<file path="src/rtl/mod_sub_fix_4_parts_if.sv">
`default_nettype none
// ============================================================================
// Module      : mod_sub_fix_4_parts_if
// Description : Handshake/data bundle between the staged 4-part subtractor
//               and its modular correction stage.
//               start  - upstream requests a correction run
//               diff   - signed SIZE+1-bit difference a-b (bit SIZE = sign)
//               p      - field modulus
//               result - canonical (a-b) mod p
//               done   - 1 = idle / result valid, 0 = busy
// Revision    : 1.0 - initial release
// ============================================================================
interface mod_sub_fix_4_parts_if #(
   parameter int SIZE = 448
);
   logic            start;
   logic [SIZE:0]   diff;
   logic [SIZE-1:0] p;
   logic [SIZE-1:0] result;
   logic            done;

   // Upstream side: drives the request and operands, observes the result.
   modport master (
      output start,
      output diff,
      output p,
      input  result,
      input  done
   );

   // Correction stage side.
   modport slave (
      input  start,
      input  diff,
      input  p,
      output result,
      output done
   );
endinterface
`default_nettype wire

</file>
<file path="src/rtl/mod_sub_fix_4_parts.sv">
`default_nettype none
// ============================================================================
// Module      : mod_sub_fix_4_parts
// Description : Correction stage following the staged 4-part subtractor.
//               When the incoming difference is negative, the modulus p is
//               added back in four quarter-width additions (one per clock),
//               giving the canonical field element (a-b) mod p.
// Ports       : clk    - rising-edge clock
//               rst_n  - asynchronous active-low reset
//               bus    - slave side of mod_sub_fix_4_parts_if
//                        (start/diff/p in, result/done out)
// Revision    : 1.0 - initial release
// ============================================================================
module mod_sub_fix_4_parts #(
   parameter int SIZE = 448
) (
   input  wire logic              clk,
   input  wire logic              rst_n,
   mod_sub_fix_4_parts_if.slave   bus
);

   localparam int Q = SIZE / 4;

   localparam logic [1:0] c_idle   = 2'd0;
   localparam logic [1:0] c_stage1 = 2'd1;
   localparam logic [1:0] c_stage2 = 2'd2;
   localparam logic [1:0] c_stage3 = 2'd3;

   logic [1:0]       r_state;
   logic [1:0]       w_state_nxt;

   // Upper three quarters of the operands, held for stages 1..3 so the
   // upstream is free to change diff/p after the start cycle. The sign is
   // not kept separately: it is already folded into the latched addend.
   logic [SIZE-Q-1:0] r_dq;
   logic [SIZE-Q-1:0] r_aq;
   logic              r_carry;
   logic [Q-1:0]      r_part0;
   logic [Q-1:0]      r_part1;
   logic [Q-1:0]      r_part2;
   logic [SIZE-1:0]   r_result;
   logic              r_done;

   logic [SIZE-1:0]   w_addend;
   logic [Q-1:0]      w_op_d;
   logic [Q-1:0]      w_op_a;
   logic              w_cin;
   logic [Q:0]        w_sum;
   logic              w_capture;
   logic              w_step1;
   logic              w_step2;
   logic              w_finish;

   assign w_addend = bus.diff[SIZE] ? bus.p : '0;

   // One shared quarter-width adder; the operand quarter is chosen by state.
   assign w_sum = {1'b0, w_op_d} + {1'b0, w_op_a} + {{Q{1'b0}}, w_cin};

   // ------------------------------------------------------------------
   // State register
   // ------------------------------------------------------------------
   always_ff @(posedge clk or negedge rst_n) begin
      if (!rst_n) begin
         r_state <= c_idle;
      end else begin
         r_state <= w_state_nxt;
      end
   end

   // ------------------------------------------------------------------
   // Next-state logic: start only matters in IDLE, busy states advance
   // unconditionally.
   // ------------------------------------------------------------------
   always_comb begin
      w_state_nxt = r_state;
      case (r_state)
         c_idle:   if (bus.start) w_state_nxt = c_stage1;
         c_stage1: w_state_nxt = c_stage2;
         c_stage2: w_state_nxt = c_stage3;
         c_stage3: w_state_nxt = c_idle;
         default:  w_state_nxt = c_idle;
      endcase
   end

   // ------------------------------------------------------------------
   // Output / control decode
   // ------------------------------------------------------------------
   always_comb begin
      w_capture = 1'b0;
      w_step1   = 1'b0;
      w_step2   = 1'b0;
      w_finish  = 1'b0;
      w_op_d    = bus.diff[Q-1:0];
      w_op_a    = w_addend[Q-1:0];
      w_cin     = 1'b0;
      case (r_state)
         c_idle: begin
            w_capture = bus.start;
         end
         c_stage1: begin
            w_step1 = 1'b1;
            w_op_d  = r_dq[Q-1:0];
            w_op_a  = r_aq[Q-1:0];
            w_cin   = r_carry;
         end
         c_stage2: begin
            w_step2 = 1'b1;
            w_op_d  = r_dq[2*Q-1:Q];
            w_op_a  = r_aq[2*Q-1:Q];
            w_cin   = r_carry;
         end
         c_stage3: begin
            w_finish = 1'b1;
            w_op_d   = r_dq[3*Q-1:2*Q];
            w_op_a   = r_aq[3*Q-1:2*Q];
            w_cin    = r_carry;
         end
         default: ;
      endcase
   end

   // ------------------------------------------------------------------
   // Datapath registers
   // ------------------------------------------------------------------
   always_ff @(posedge clk or negedge rst_n) begin
      if (!rst_n) begin
         r_dq     <= '0;
         r_aq     <= '0;
         r_carry  <= 1'b0;
         r_part0  <= '0;
         r_part1  <= '0;
         r_part2  <= '0;
         r_result <= '0;
         r_done   <= 1'b1;
      end else begin
         if (w_capture) begin
            r_dq               <= bus.diff[SIZE-1:Q];
            r_aq               <= w_addend[SIZE-1:Q];
            {r_carry, r_part0} <= w_sum;
            r_done             <= 1'b0;
         end
         if (w_step1) begin
            {r_carry, r_part1} <= w_sum;
         end
         if (w_step2) begin
            {r_carry, r_part2} <= w_sum;
         end
         if (w_finish) begin
            // Top-quarter carry is dropped: the negative case wraps mod 2^SIZE.
            r_result <= {w_sum[Q-1:0], r_part2, r_part1, r_part0};
            r_carry  <= 1'b0;
            r_done   <= 1'b1;
         end
      end
   end

   assign bus.result = r_result;
   assign bus.done   = r_done;

endmodule
`default_nettype wire

</file>
<file path="src/flat_wrapper.sv">
// flat-port wrapper written by rule: the top's interface ports become plain ports
module mod_sub_fix_4_parts_flat 
#(
   parameter int SIZE = 448
)
  (clk, rst_n, bus_start, bus_diff, bus_p, bus_result, bus_done);
  mod_sub_fix_4_parts_if #(.SIZE(SIZE)) bus_i ();
  input  wire logic clk;
  input  wire logic rst_n;
  input wire logic [$bits(bus_i.start)-1:0] bus_start;
  input wire logic [$bits(bus_i.diff)-1:0] bus_diff;
  input wire logic [$bits(bus_i.p)-1:0] bus_p;
  output wire logic [$bits(bus_i.result)-1:0] bus_result;
  output wire logic [$bits(bus_i.done)-1:0] bus_done;
  assign bus_i.start = bus_start;
  assign bus_i.diff = bus_diff;
  assign bus_i.p = bus_p;
  assign bus_result = bus_i.result;
  assign bus_done = bus_i.done;
  mod_sub_fix_4_parts #(.SIZE(SIZE)) u_core (.clk(clk), .rst_n(rst_n), .bus(bus_i));
endmodule
</file>
<file path="config.mk">
export PLATFORM = sky130hd
export DESIGN_NAME = mod_sub_fix_4_parts_flat
export DESIGN_NICKNAME = d
export VERILOG_FILES = /design/src/rtl/mod_sub_fix_4_parts_if.sv /design/src/rtl/mod_sub_fix_4_parts.sv /design/src/flat_wrapper.sv
export SDC_FILE = /design/constraint.sdc
export NUM_CORES = 2
export LEC_CHECK = 0
export ABC_AREA = 0
export CORE_AREA = 5 5 515 517
export CTS_CLUSTER_SIZE = 14
export DETAILED_ROUTE_END_ITERATION = 12
export DIE_AREA = 0 0 520 522
export SKIP_CTS_REPAIR_TIMING = 1
export SLEW_MARGIN = 20
export SYNTH_ARGS = -nofsm -noshare
export SYNTH_HDL_FRONTEND = slang
export SYNTH_SLANG_ARGS = --single-unit
</file>
<file path="constraint.sdc">
create_clock -name clk -period 10.8 [get_ports clk]
set_input_delay 2.7 -clock clk [delete_from_list [all_inputs] [get_ports clk]]
set_output_delay 2.7 -clock clk [all_outputs]
set_load 0.1 [all_outputs]
</file>
==> impl_metrics.ini <==
[placement]
numPortBuffers = 1348
gp_congestion = 0.936
placed_cells = 11400
dpl.hpwl_microns = 269000

[route]
routedWlPerCell_microns = 29.3
num_vias = 60700
first_pass_iters = 10
drt.antenna.violating_nets = 0
drc = 0
first_iter_violations = 7275
vias_per_cell = 5.17
routed_wl_microns = 344000

[timing]
relSlewSlack_pct = 13.5
tns_ns = 0
clock.fmax_mhz = 122
setup_viol = 0
whs_ns = 0.466
clock-skew-final_ns = 0.0589
rsz0062_at_grt = no
post-route-min-period_ns = 8.18
maxSlewViolCount = 0
final_hold_viol_count = 0
period_share_pct = 75.8
worst_pin_slew_ns = 1.30

[status]
status = finished clean

[job]
max_cap_viol_count = 0

[layout]
final-seq-area_sq_um = 36500
syn2layout_area_growth_pct = 34.1
fillCellCount = 26500
nets = 9129
multiInputGateArea_sq_um = 29100
final_core_util_pct = 34.8
finalNonFillerCells = 11700
layout-drive-gt1-share_pct = 13.6

[clock_tree]
cts_sinks = 1460
clk_pin_slew_worst_paths_ns = 0.06
htreeDepth = 4
cts_tree = done
cts_buffers = 165
cts_root_buf = clkbuf_16
clk_path_buf_depth = 3
clock_insertion_delay_worst_skew_ns = 0.83

[yosys]
synth_nets = 7955
synthFlopType = dfrtp_1
synth_area_per_cell_sq_um = 9.74
synthTopCellsByArea = dfrtp_1 54%, nand2_1 12%, mux2_2 11%
synth_top_area_share_pct = 54.0
synth_area_sq_um = 67600
yosysWarnings = 0
ys_ff_latch = 1460
synth-edff-count = 0
ys_types = 69
seq_area_frac_synth_pct = 54.1
synth_top_cell_by_area = dfrtp_1
synth_cells = 6937
async_flop_share_pct = 100

[die]
dieArea_sq_um = 271000
start_util_pct = 25.9
num_rows = 188
fp.dieW_microns = 520
core_sq_um = 261000
fp.dieH_microns = 522
ioPinCount = 1349

[worst_setup_path]
crit_fanout = 104
cp.required_ns = 11.48
path_class = input pin to register
start_kind = input pin
crit_arrival_ns = 8.86
worst_setup_path_end_kind = register

[min_path]
hold_class = register to register

[global_routing]
grt-ovfl-total = 0
grt_pass1_wl_microns = 471000
grt_start_max_net_pins = 227
grt_pass1_vias = 59600
track_usage_pct = 24.3
antenna_found_initial = 170
==> metrics by stage <==
stage          setup WS [ns]  instance area (sq um)
6_report                2.62                  90700
3_3_place_gp            1.60                  84700
4_1_cts                 2.53                  90400
3_5_place_dp            1.64                  84800
5_1_grt                 2.33                  90600
2_1_floorplan           3.93                  67600
==> layout by cell type, fill, tap and decap left out, drive strengths merged, types with 8 or more instances in the layout <==
master	count
a211o	16
a211oi	17
a21o	37
a21oi	326
a222oi	223
a31oi	19
and3	10
buf	188
bufinv	9
clkbuf	243
clkdlybuf4s50	1301
clkinv	42
dfrtp	1459
diode	80
ha	116
inv	63
mux2	632
nand2	2185
nand2b	19
nand3	375
nand4	80
nor2	249
nor3	52
o2111ai	8
o211ai	12
o21a	31
o21ai	242
o21bai	35
o311ai	11
o31ai	49
or3	13
or4	10
xnor2	53
xor2	32
==> flip-flops by register name (all words and copies together) (netlist names) <==
| register | count |
|---|---|
| u_core.r_part2 | 112 |
| u_core.r_part0 | 112 |
| u_core.r_dq | 336 |
| u_core.r_aq | 336 |
| u_core.bus.result | 448 |
| u_core.r_part1 | 112 |
| u_core.bus.done | 1 |
| u_core.r_carry | 1 |
| u_core.r_state | 2 |
==> per-layer routing <==
metal / wire length [microns] / track usage (%) / vias to the layer above
li1: - / - / 26500
met1: 157000 / 34.9 / 30700
met2: 145000 / 34.9 / 2886
met3: 28300 / 6.12 / 543
met4: 12900 / 9.45 / 82
met5: 517 / 0 / -
==> cells in the mapped netlist, types with 31 or more instances <==
| cell | instances |
|---|---|
| xor2_1 | 32 |
| dfrtp_1 | 1459 |
| xnor2_1 | 53 |
| nor3_1 | 51 |
| nand3_1 | 375 |
| clkbuf_1 | 461 |
| a222oi_1 | 223 |
| o31ai_1 | 49 |
| nor2_1 | 249 |
| o21ai_0 | 236 |
| nand2_1 | 2185 |
| o21bai_1 | 35 |
| ha_1 | 116 |
| o21a_1 | 31 |
| a21o_1 | 37 |
| mux2_2 | 632 |
| nand4_1 | 80 |
| a21oi_1 | 325 |
| inv_1 | 54 |
==> final cells by class <==
cell class / count / area share (%)
Clock inverter: 61 / 0.915
Sequential cell: 1460 / 40.3
Inverter: 58 / 0.251
Timing Repair Buffer: 1490 / 16.2
Clock buffer: 242 / 5.29
Antenna cell: 80 / 0.221
Tap cell: 3420 / 4.72
Multi-Input combinational cell: 4936 / 32.2
==> worst paths after layout <==
| path | from | endpoint | slack [ns] | cells after the start |
|---|---|---|---|---|
| max in group asynchronous | rst_n | u_core.r_dq[194]$_DFFE_PN0P_ | 6.53 | 3 |
| hold reg to reg | u_core.r_aq[112]$_DFFE_PN0P_ | u_core.r_aq[112]$_DFFE_PN0P_ | 0.47 | 2 |
| setup / recovery | bus_diff[448] | u_core.r_part0[80]$_DFFE_PN0P_ | 2.62 | 14 |
| min in group asynchronous | rst_n | u_core.r_part0[11]$_DFFE_PN0P_ | 1.85 | 1 |
| hold / removal | u_core.r_aq[112]$_DFFE_PN0P_ | u_core.r_aq[112]$_DFFE_PN0P_ | 0.47 | 2 |
| setup reg to reg | u_core.r_state[1]$_DFFE_PN0P_ | u_core.r_part2[108]$_DFFE_PN0N_ | 3.41 | 17 |
==> kinds of logic (layout without fill, tap and decap cells) <==
family	count (synthesis)	in the layout	share of synthesized area (%)
AND/OR/NAND/NOR	3023	3023	18.2
flip-flops	1460	1460	54.1
AO/OA/AOI/OAI	1075	1075	10.8
multiplexers	635	635	10.6
buffers and inverters	541	1851	3.02
adder cells (fa/ha/maj)	118	118	2.21
XOR/XNOR	85	85	1.10
other	0	80	0
==> critical path, stage by stage <==
cell and delay [ns]:
buf_8 0.45, and2_4 0.69, buf_4 0.56, nand2_1 0.19, o21ai_1 0.42, ha_1 0.45, nand4_1 0.42, nor2_1 0.21
nand2_1 0.25, nor3_1 0.30, a21boi_0 0.85, o21ai_0 0.29, a21boi_0 0.80, o31ai_1 0.18
Power is left out: the tool's default activity adds up to more than one toggle a clock period on the data nets, which glitch-free logic cannot reach.
